File: src/rtl/div_pkg.sv
// Shared definitions for the sequential restoring divider.
package div_pkg;

    // Default operand / quotient / remainder width.
    localparam int DEF_WIDTH = 32;

    // Controller states, encoded so the debug port reads the same everywhere.
    typedef enum logic [1:0] {
        IDLE = 2'b00,
        BUSY = 2'b01,
        DONE = 2'b10
    } state_t;

    // Iteration counter width; never narrower than one bit.
    function automatic int cnt_width(input int w);
        return (w <= 2) ? 1 : $clog2(w);
    endfunction

    localparam int DEF_CNT_W = cnt_width(DEF_WIDTH);

endpackage

File: src/rtl/div_step.sv
// One restoring-division iteration on unsigned magnitudes.
// The partial remainder is shifted left with the next dividend bit appended.
// The divisor is subtracted only when the shifted value is at least the divisor.
module div_step
    import div_pkg::*;
#(
    parameter int WIDTH = DEF_WIDTH
) (
    input  logic [WIDTH:0] rem_in,
    input  logic [WIDTH:0] dsr_mag,
    input  logic           bit_in,
    output logic [WIDTH:0] rem_out,
    output logic           q_bit
);

    logic [WIDTH+1:0] trial;
    logic [WIDTH:0]   shifted;

    assign trial   = {rem_in, bit_in};
    assign shifted = {rem_in[WIDTH-1:0], bit_in};

    // Compare the shifted remainder with the divisor, then either keep the difference or restore.
    always_comb begin
        q_bit   = (trial >= {1'b0, dsr_mag});
        rem_out = q_bit ? (shifted - dsr_mag) : shifted;
    end

endmodule

File: src/rtl/divider.sv
// Sequential signed divider, one quotient bit per clock.
// Handshake: op_start is accepted only in IDLE. The result is valid while op_done=1.
// It is held until op_clear or reset. op_clear wins over op_start in the same cycle.
module divider
    import div_pkg::*;
#(
    parameter int WIDTH = DEF_WIDTH
) (
    input  logic             clk,
    input  logic             reset_n,
    input  logic             op_start,
    input  logic             op_clear,
    input  logic [WIDTH-1:0] dividend,
    input  logic [WIDTH-1:0] divisor,
    output logic [WIDTH-1:0] quotient,
    output logic [WIDTH-1:0] remainder,
    output logic             op_done,
    output logic             div_by_zero,
    output logic [1:0]       state_dbg
);

    localparam int CW = cnt_width(WIDTH);

    state_t          state;
    state_t          state_next;
    logic [CW-1:0]   count;
    // Holds the not-yet-consumed dividend bits on the left and the quotient bits shifted in on the right.
    logic [WIDTH-1:0] work;
    logic [WIDTH:0]   rem;
    logic [WIDTH:0]   dsr_mag;
    logic             dvd_neg;
    logic             dsr_neg;

    logic [WIDTH:0]   step_rem;
    logic             step_q;
    logic [WIDTH-1:0] dvd_abs;
    logic [WIDTH-1:0] dsr_abs;
    logic [WIDTH-1:0] mag_q;
    logic             div_zero;
    logic             last_step;

    // The magnitude of -2^(WIDTH-1) still fits in WIDTH bits when read as unsigned.
    assign dvd_abs   = dividend[WIDTH-1] ? -dividend : dividend;
    assign dsr_abs   = divisor[WIDTH-1]  ? -divisor  : divisor;
    assign div_zero  = (divisor == '0);
    assign last_step = (state == BUSY) && (count == CW'(WIDTH - 1));
    assign mag_q     = {work[WIDTH-2:0], step_q};
    assign state_dbg = state;

    div_step #(.WIDTH(WIDTH)) u_step (
        .rem_in  (rem),
        .dsr_mag (dsr_mag),
        .bit_in  (work[WIDTH-1]),
        .rem_out (step_rem),
        .q_bit   (step_q)
    );

    // State register.
    always_ff @(posedge clk or negedge reset_n) begin
        if (!reset_n) state <= IDLE;
        else          state <= state_next;
    end

    // Next-state logic: clear first, then start or finish.
    always_comb begin
        state_next = state;
        case (state)
            IDLE: begin
                if (op_clear)      state_next = IDLE;
                else if (op_start) state_next = div_zero ? DONE : BUSY;
            end
            BUSY: begin
                if (op_clear)       state_next = IDLE;
                else if (last_step) state_next = DONE;
            end
            DONE: begin
                if (op_clear) state_next = IDLE;
            end
            default: state_next = IDLE;
        endcase
    end

    // Operand capture, iteration datapath, sign fixup and result registers.
    always_ff @(posedge clk or negedge reset_n) begin
        if (!reset_n) begin
            count       <= '0;
            work        <= '0;
            rem         <= '0;
            dsr_mag     <= '0;
            dvd_neg     <= 1'b0;
            dsr_neg     <= 1'b0;
            quotient    <= '0;
            remainder   <= '0;
            op_done     <= 1'b0;
            div_by_zero <= 1'b0;
        end else if (op_clear) begin
            count       <= '0;
            quotient    <= '0;
            remainder   <= '0;
            op_done     <= 1'b0;
            div_by_zero <= 1'b0;
        end else begin
            case (state)
                IDLE: begin
                    if (op_start) begin
                        if (div_zero) begin
                            quotient    <= '1;
                            remainder   <= dividend;
                            div_by_zero <= 1'b1;
                            op_done     <= 1'b1;
                        end else begin
                            work    <= dvd_abs;
                            rem     <= '0;
                            dsr_mag <= {1'b0, dsr_abs};
                            dvd_neg <= dividend[WIDTH-1];
                            dsr_neg <= divisor[WIDTH-1];
                            count   <= '0;
                        end
                    end
                end
                BUSY: begin
                    work  <= mag_q;
                    rem   <= step_rem;
                    count <= count + 1'b1;
                    if (last_step) begin
                        // The quotient is negated when the operand signs differ; the remainder follows the dividend sign.
                        quotient  <= (dvd_neg ^ dsr_neg) ? -mag_q : mag_q;
                        remainder <= dvd_neg ? WIDTH'(-step_rem) : WIDTH'(step_rem);
                        op_done   <= 1'b1;
                    end
                end
                default: ;
            endcase
        end
    end

endmodule

File: config.mk
export PLATFORM = sky130hd
export DESIGN_NAME = divider
export DESIGN_NICKNAME = d
export VERILOG_FILES = /design/src/rtl/div_pkg.sv /design/src/rtl/div_step.sv /design/src/rtl/divider.sv
export SDC_FILE = /design/constraint.sdc
export NUM_CORES = 1
export LEC_CHECK = 0
export ABC_AREA = 1
export ABC_CLOCK_PERIOD_IN_PS = 3600
export BUFFER_PORTS_ARGS = -buffer_cell sky130_fd_sc_hd__buf_4
export CORE_UTILIZATION = 40
export DETAILED_ROUTE_END_ITERATION = 8
export GPL_TIMING_DRIVEN = 0
export HOLD_SLACK_MARGIN = 0.02
export PLACE_DENSITY = 0.59
export SLEW_MARGIN = 25
export SYNTH_ARGS = -nofsm -noshare
export SYNTH_HDL_FRONTEND = slang
export SYNTH_SLANG_ARGS = --single-unit
File: constraint.sdc
create_clock -name clk -period 3.6 [get_ports clk]
set_clock_uncertainty 0.2 [all_clocks]
set_input_delay 0.18 -clock clk [delete_from_list [all_inputs] [get_ports clk]]
set_output_delay 0.18 -clock clk [all_outputs]
set_load 0.005 [all_outputs]
Word level (Yosys, flattened, before mapping)
Cells that the tools add are included.
- output and inout port bits: 68
- bits in registers: 172
- input bits: 68
- bitwise operators: 3
- reduce and logical (&&, ||, !) cells: 14
- muxes and demuxes: 39
- magnitude comparators: 1
- add/sub/neg operators: 6
- eq/ne operators: 10
- operators by type and width (cell ; count):
    $mux W32 ; 14
    $pmux W32 S2 ; 3
    $neg A32 Y32 ; 4
    $mux W33 ; 3
    $pmux W33 S2 ; 1
    $ge A34 B32 Y1 ; 1
    $sub A33 B32 Y33 ; 1
    $logic_not A32 Y1 ; 1
    $mux W5 ; 3
    $mux W2 ; 6
    $ne A3 B3 Y1 const B ; 4
    $reduce_and A4 Y1 ; 3
    $pmux W5 S2 ; 1
    $reduce_and A3 Y1 ; 3
    $reduce_bool A2 Y1 ; 4
    $mux W1 ; 6
    $ne A2 B2 Y1 const B ; 3
    $pmux W2 S3 ; 1
    $add A5 B1 Y5 const B ; 1
    $eq A5 B5 Y1 const B ; 1
    $reduce_bool A3 Y1 ; 1
    $eq A2 B1 Y1 const B ; 1
    $eq A2 B2 Y1 const B ; 1
    $logic_not A2 Y1 ; 1
    4 further kinds ; 5

Longest topological paths before layout
Gate-level depths: netlist (run 1).
- depth after elaboration: 7
- depth in mapped cells: 28
- mapped depth without buffers: 27

Modules after synthesis
From an unflattened synthesis (run 1), not the netlist that was laid out.
- cell total of the unflattened synthesis: 2357
- area total of the unflattened synthesis: 14371.3 µm²
- modules (own cells, without submodules) (module ; instances ; sequential area each (µm²) ; area each (µm²) ; cells an instance):
    divider ; 1 ; 4304.1 ; 11076.9 ; 1674
    div_step ; 1 ; 0.0 ; 3294.4 ; 683

Worst setup path after synthesis (run 1)
OpenSTA, ideal clock, no wires.
- path type: register -> register
- start point: register rem[8]
- end point: register quotient[26]
- path slack: -113 ps
- period minus slack after synthesis: 3713 ps
- arrival: 3430 ps
- stages on the path, launching flop included: 27
- library setup time: 83 ps
- required time: 3317 ps
- path through: dfrtp_1 -> ha_1 -> nand2_4 -> inv_2 -> nand2_1 -> nand2_2 -> inv_2 -> nand2_2 -> nand2_4 -> nand3_4 -> a21oi_2 -> buf_4 -> ha_1 -> inv_1 -> nor3_1 -> nand3_1 -> nor3_1 -> nand3_1 -> inv_1 -> nand2_1 -> nand2_1 -> o21ai_0 -> a21oi_1 -> o21ai_0 -> o21ai_0 -> a21oi_1 -> o21ai_0
- longest elaborated chain between the ends: 6
- ends and longest elaborated chain (what ; line ; RTL):
    start, declared ; divider.sv:29 ; logic [WIDTH:0] rem;
    start signal, assigned ; divider.sv:123 ; rem <= step_rem;
    $ge A34 B32 Y1 ; div_step.sv:24 ; q_bit = (trial >= {1'b0, dsr_mag});
    $neg A32 Y32 ; divider.sv:127 ; quotient <= (dvd_neg ^ dsr_neg) ? -mag_q : mag_q;
    $mux W32 ; divider.sv:127 ;
    $mux W32 ; divider.sv:125 ; if (last_step) begin
    $pmux W32 S2 ; divider.sv:103 ; case (state)
    $mux W32 ; divider.sv:96 ; end else if (op_clear) begin
    end signal, assigned ; divider.sv:127 ;
    end, declared ; divider.sv:15 ; output logic [WIDTH-1:0] quotient,
Every way passes these cells. The select of a mux whose other input is x is not followed.
A chain may end at the register's enable or synchronous reset.

Final worst setup path (run 1)
- start point: register dsr_mag[8]
- end point: register quotient[22]
- longest elaborated chain between the ends: 6
- ends and longest elaborated chain (what ; line ; RTL):
    start, declared ; divider.sv:30 ; logic [WIDTH:0] dsr_mag;
    start signal, assigned ; divider.sv:114 ; dsr_mag <= {1'b0, dsr_abs};
    $ge A34 B32 Y1 ; div_step.sv:24 ;
    $neg A32 Y32 ; divider.sv:127 ;
    $mux W32 ; divider.sv:127 ;
    $mux W32 ; divider.sv:125 ;
    $pmux W32 S2 ; divider.sv:103 ;
    $mux W32 ; divider.sv:96 ;
Every way passes these cells. The select of a mux whose other input is x is not followed.

==> impl_results.md, run 1 <==
- Routed wire length: 53600 microns
- Leak: 0.00910 uW
- Fin crit share: 1.05
- Post-synth EDFFs: 0
- Syn avg cell area: 6.41 sq um
- Clk root buf: clkbuf_16
- Synth Warn #: 0
- Distinct cells, synth: 54
- Fin crit period: 3.79 ns
- Synth top area cells: dfrtp_1 31%, nand2_1 17%, inv_1 7.7%, o21ai_0 6.5%, nor2_1 5.3%
- Outcome: finished with violations
- Post-synth top area cell: dfrtp_1
- Final global-route overflow total: 0
- CP Buf/Inv Count: 8
- Starting density of the core: 0.409
- Slowest stage delay, CP: 0.44 ns
- Slew HR: 0.451
- Worst Hold Class: in -> reg
- Initial antenna violation count: 0
- Final worst slack: -0.193 ns
- Die X: 188 microns
- Failing checks: negative setup slack
- Delay-heaviest family, CP: simple AND/OR/NAND/NOR gates
- CTS Buffer Depth: 2
- Largest net degree at the start of global routing: 89
- Initial detailed-routing violation count: 1428
- Final setup TNS: -1.16 ns
- Antenna diodes: 0
- Vias in the first global route: 14700
- RSZ-0062 raised after global routing: yes
- Path depth of the worst reg2reg path: 28
- Clock Sinks: 172
- Sequential-to-total area share from yosys stat: 0.312
- Wire per inst: 18.3 microns
- Via Count: 15500
- PD cells: 1050 nW/um^2
- Design area: 18800 sq um
- Detailed Place HPWL: 41300 microns
- Post-Syn Instances: 2148
- Final setup vio count: 9
- DRC viols: 0
- Post-layout nets: 2579
- Total number of cells along the worst setup path: 28
- Worst vdd ir: 0.673 mV
- H-tree Lvls: 4
- Die height: 188 microns
- Placement Cell Area: 15500 sq um
- Clock Latency Late Sink: 0.46 ns
- I/O pin total: 136
- IO Port Bufs: 133
- Row Count: 67
- Critical-path maximum fanout: 4
- Vias per inst: 5.28
- Most common cell in the synthesized netlist: nand2_1
- GRT Total Usage: 0.304
- Fin. Hold Viols: 0
- GP Congestion: 0.926
- Hold path cells: 6
- Utilization after layout: 0.557
- Clk slew on worst S/H paths: 0.07 ns
- Startpoint Class: flop
- Max-slew violations: 0
- Measured slew at the worst slew-check pin: 0.824 ns
- TritonCTS clock tree: built
- CP required: 3.74 ns
- Total power: 19800 uW
- Slowest cell on crit path: dfrtp_1
- First-pass GRT wire length: 82200 microns
- Area of the die: 35200 sq um
- DRT Pass-1 Iters: 5
- Area growth syn-to-layout: 36.3%
- Post-Syn Area: 13800 sq um
- FF+latch count, synth: 172
- Arrival time at the worst endpoint: 3.93 ns
- Async SR Flop Fraction: 1.00
- Max Cap Viol: 0
- CP Capture Type: flop
- F_max: 264 MHz
- Syn nets: 2255
- Top cell type's share of synthesized area: 0.312
- Share of cells above drive strength 1: 0.261
- Total core area: 33700 sq um
- Antenna viol nets, final: 0
- Synth top cells by count: 623 x nand2_1, 281 x inv_1, 196 x nor2_1
- WS Path Type: reg -> reg
- Top FF cell, synth: dfrtp_1
- CTS buffer count: 17
-- logic make-up after synthesis --
group | synth area share
xor gates and xnor gates | 0.0343
AOI/OAI and AO/OA | 0.140
adders and majority gates | 0.0360
DFF | 0.312
buffers and inverters | 0.109
and+or+nand+nor | 0.368
-- registers in the layout, indices dropped and copies added, names as in the netlist, 2 cells and up --
register	cells
remainder	32
rem	33
work	32
state_dbg	2
dsr_mag	32
count	5
quotient	32
-- layer usage --
metal	GRT usage	wire, microns	part of all wire	vias to the layer above
met2	0.461	22900	0.43	513
met4	0.0775	910	0.017	0
met1	0.448	26100	0.49	7375
li1	-	-	-	7562
met5	0	0	0	-
met3	0.0455	3700	0.069	47
-- through the flow --
stage | hold WS (ns) | cells | setup WS, ns
floorplan | -0.316 | 2148 | 0.00832
global placement | 0.262 | 2729 | -0.954
detailed placement | 0.0228 | 2731 | -1.01
CTS | 0.0227 | 2905 | -0.233
global route | 0.0652 | 2933 | -0.366
finish | 0.0396 | 2933 | -0.193
-- cells in the final DEF, fill, tap and decap left out, types with 10 or more instances in the layout --
| cell type | instances |
|---|---|
| nand2_2 | 79 |
| nand4_1 | 36 |
| nor2_2 | 21 |
| o22ai_1 | 21 |
| ha_4 | 33 |
| nand2_1 | 556 |
| dlygate4sd3_1 | 70 |
| nor2_1 | 172 |
| clkbuf_1 | 48 |
| nor4_1 | 10 |
| inv_1 | 246 |
| nor2_4 | 24 |
| a21oi_1 | 86 |
| o21ai_1 | 22 |
| nor3_1 | 28 |
| dfrtp_2 | 22 |
| dfrtp_1 | 150 |
| o21ai_0 | 157 |
| or2_2 | 20 |
| nand3_1 | 114 |
| clkbuf_16 | 18 |
| nand2_4 | 27 |
| a21oi_2 | 12 |
| nand3_2 | 35 |
| xnor2_1 | 15 |
| inv_2 | 53 |
| xor2_1 | 39 |
| buf_4 | 221 |
| buf_6 | 17 |
-- power by group --
part           leakage, uW  internal [uW]  switching [uW]
Combinational      0.00668           5380            8900
Clock             0.000286           1110             850
Sequential         0.00213           2750             797
Total              0.00910           9250           10500
-- layout make-up --
cell class / instances / area, sq um
clock buffers: 19 / 443
plain buffers: 76 / 374
repair buffers: 306 / 2580
multi-input cells: 1595 / 9170
clock inverters: 13 / 165
fillers: 3419 / 14900
inverters: 304 / 1150
well taps: 448 / 561
flip-flops and latches: 172 / 4330
-- final timing paths --
kind | from | end | slack, ns
setup / recovery | dsr_mag[8] | quotient[22] | -0.19
hold / removal | divisor[4] | dsr_mag[5] | 0.04
setup reg to reg | dsr_mag[8] | quotient[22] | -0.19
hold reg to reg | count[4] | count[4] | 0.28
max in group asynchronous | reset_n | quotient[2] | 2.20
min in group asynchronous | reset_n | dsr_mag[4] | 0.13
-- worst register-to-register path: cells and delay by family (launching register included) --
kind	cells	cell delay, ns
fa+ha+maj	2	0.41
flops	1	0.44
simple gates	12	1.19
buf+inv	8	0.69
compound gates	6	0.76
-- timing repair --
action,4_1_cts,5_1_grt
resized for setup,178,157
setup endpoints to repair,65,56
pin swaps,63,69
gates cloned,0,1
endpoints found under the hold margin,199,0
buffers inserted,80,28
hold buffers,70,0
Note: power is estimated with default switching activity, not from simulation.
==> run 2, diff against run 1 <==
--- a/config.mk
+++ b/config.mk
@@ -8,11 +8,13 @@
 export ABC_AREA = 1
 export ABC_CLOCK_PERIOD_IN_PS = 3600
 export BUFFER_PORTS_ARGS = -buffer_cell sky130_fd_sc_hd__buf_4
+export CAP_MARGIN = 10
 export CORE_UTILIZATION = 40
 export DETAILED_ROUTE_END_ITERATION = 8
 export GPL_TIMING_DRIVEN = 0
 export HOLD_SLACK_MARGIN = 0.02
 export PLACE_DENSITY = 0.59
+export SKIP_LAST_GASP = 1
 export SLEW_MARGIN = 25
 export SYNTH_ARGS = -nofsm -noshare
 export SYNTH_HDL_FRONTEND = slang
==> run 2 against run 1 <==
Compared with the run above:
- the flow still finishes with violations (negative setup slack)
- die area is the same
- wire length is essentially flat
- sequential cell count is the same
- global-route usage is essentially flat
- sequential power is essentially flat
- final cell count shrank 0.10%
- sequential share of layout area grew 0.083 points
- critical endpoint unchanged
- largest cell class unchanged
- largest power group unchanged
- highest routed layer unchanged
==> impl_results.md, run 2 (synthesis results as in run 1) <==
- WS Path Type: reg -> reg
- Combinational Power Share: 0.721 (about the same)
- Fin crit share: 1.05 (-0.00343)
- Outcome: finished with violations
- Path depth of the worst reg2reg path: 28 (unchanged)
- Die height: 188 microns (unchanged)
- Slowest cell on crit path: dfrtp_1
- IO Port Bufs: 133 (unchanged)
- Clk root buf: clkbuf_16
- M1 GR Usage: 0.449 (about the same)
- Detailed Place HPWL: 41300 microns (unchanged)
- Area of the die: 35200 sq um (unchanged)
- P_sw: 10500 uW (-0.42%)
- Sequential share of power: 0.180 (about the same)
- Delay-heaviest family, CP: simple AND/OR/NAND/NOR gates
- Max Cap Viol: 0 (unchanged)
- CP required: 3.74 ns (about the same)
- PD cells: 1060 nW/um^2 (about the same)
- Wire per inst: 18.3 microns (+0.10%)
- CP Buf/Inv Count: 8 (unchanged)
- R2r startpoint: dsr_mag[8]
- Row Count: 67 (unchanged)
- Clock Latency Late Sink: 0.46 ns (about the same)
- Starting density of the core: 0.409 (unchanged)
- Leak: 0.00906 uW (-0.45%)
- Most common cell after layout, fill and taps aside: nand2_1
- Min Hold Slack: 0.0360 ns (-0.00368 ns)
- Vias per inst: 5.32 (+0.72%)
- Hold Crit Start: divisor[4]
- Clk slew on worst S/H paths: 0.07 ns (about the same)
- Antenna diodes: 0 (unchanged)
- Most frequent cells in the layout: 556 x nand2_1, 247 x inv_1, 221 x buf_4
- Fin cells: 2930 (-0.10%)
- Via Count: 15600 (+0.62%)
- Final worst slack: -0.181 ns (+0.0124 ns)
- Initial antenna violation count: 0 (unchanged)
- Utilization after layout: 0.555 (-0.00201)
- Die X: 188 microns (unchanged)
- Gr busiest metal: met2
- Worst Hold Class: in -> reg
- Routed wire length: 53600 microns (about the same)
- Worst vdd ir: 0.675 mV (+0.25%)
- Fin crit period: 3.78 ns (-0.0124 ns)
- GP Congestion: 0.926 (unchanged)
- Hold path cells: 6 (unchanged)
- Fin. Hold Viols: 0 (unchanged)
- Vias in the first global route: 14700 (+0.12%)
- Failing checks: negative setup slack
- First-pass GRT wire length: 82200 microns (unchanged)
- Total power: 19700 uW (-0.26%)
- CTS Buffer Depth: 2 (unchanged)
- DRT Pass-1 Iters: 7 (+2)
- Switching share of power: 0.532 (-0.000830)
- GRT Total Usage: 0.304 (about the same)
- Post-layout nets: 2576 (-0.12%)
- FF-to-FF setup slack: -0.18 ns (about the same)
- Final setup vio count: 8 (-1)
- I/O pin total: 136 (unchanged)
- Final setup TNS: -0.965 ns (+0.192 ns)
- CTS buffer count: 17 (unchanged)
- Met3 Use GR: 0.0455 (unchanged)
- Slowest stage delay, CP: 0.43 ns (about the same)
- Max reg flops: 33 (unchanged)
- Initial detailed-routing violation count: 1492 (+4.5%)
- Startpoint Class: flop
- RSZ-0062 raised after global routing: yes
- Measured slew at the worst slew-check pin: 0.845 ns (+0.0205 ns)
- DRC viols: 0 (unchanged)
- Antenna viol nets, final: 0 (unchanged)
- Largest net degree at the start of global routing: 89 (unchanged)
- H-tree Lvls: 4 (unchanged)
- Critical-path maximum fanout: 4 (unchanged)
- CP Capture Type: flop
- Total core area: 33700 sq um (unchanged)
- Clock Sinks: 172 (unchanged)
- Area growth syn-to-layout: 35.8%
- Top reg by flops: rem
- DP Cell Count: 2731 (unchanged)
- Worst R2R End: quotient[22]
- TritonCTS clock tree: built
- F_max: 265 MHz (+0.33%)
- WHS Endpoint: dsr_mag[5]
- Slew HR: 0.437 (-0.0136)
- M2 GR Usage: 0.460 (about the same)
- Arrival time at the worst endpoint: 3.92 ns (about the same)
- Pint: 9240 uW (about the same)
- Final global-route overflow total: 0 (unchanged)
- Clk pwr share: 0.100 (about the same)
- Share of cells above drive strength 1: 0.260 (-0.000894)
- Max-slew violations: 0 (unchanged)
[run 2: power groups by stage]
stage                     Clock (uW)  Sequential (uW)  Combinational [uW]
after detailed placement           0             3470               10800
final                           1960             3550               14200
after CTS                       1990             3510               12400
after floorplan                    0             3250                7530
after global placement             0             3460               10700
after global routing            2060             3620               15500
[run 2: per-stage QoR]
stage,worst slack [ns],cell area (sq um)
after global routing,-0.376,18700
after detailed placement,-1.01,15500
after floorplan,0.00832,13900
after CTS,-0.233,18000
after global placement,-0.954,15400
final,-0.181,18700
[run 2: worst max-delay path by stage]
| stage | startpoint | end | depth (start not counted) | slack, ns |
|---|---|---|---|---|
| after floorplan | rem[3] | quotient[26] | 26 | 0.008 |
| after global placement | work[31] | quotient[26] | 23 | -0.95 |
| after detailed placement | work[31] | quotient[26] | 23 | -1.01 |
| after CTS | dsr_mag[9] | quotient[24] | 25 | -0.23 |
| after global routing | dsr_mag[3] | quotient[28] | 26 | -0.38 |
| final | dsr_mag[8] | quotient[22] | 28 | -0.18 |
[run 2: cell type report]
class,instances,area [sq um]
clock inverter,13,165
clock buffer,19,443
tap,448,561
fill,3430,15000
inverter,304,1150
buffer,76,374
multi-input combinational,1595,9120
sequential,172,4330
timing repair buffer,303,2560
[run 2: repair_timing]
| action | in CTS | in global routing |
|---|---|---|
| resized for setup | 172 | 151 |
| hold buffers | 70 | 0 |
| cloned | 0 | 1 |
| pin swaps | 63 | 75 |
| endpoints found under the setup margin | 65 | 57 |
| endpoints found under the hold margin | 199 | 0 |
| setup buffers | 80 | 27 |
[run 2: metal layers]
layer | vias up | part of all wire | routed length (microns)
met3 | 56 | 0.076 | 4070
met5 | - | 0 | 0
met2 | 583 | 0.43 | 22800
met4 | 0 | 0.019 | 1010
li1 | 7546 | - | -
met1 | 7408 | 0.48 | 25700
[run 2: worst min-delay path: stages]
cell,delay (ns)
buf_4,0.10
nor2_1,0.04
nand2_1,0.07
nand2_1,0.06
xor2_1,0.12
o21ai_0,0.09
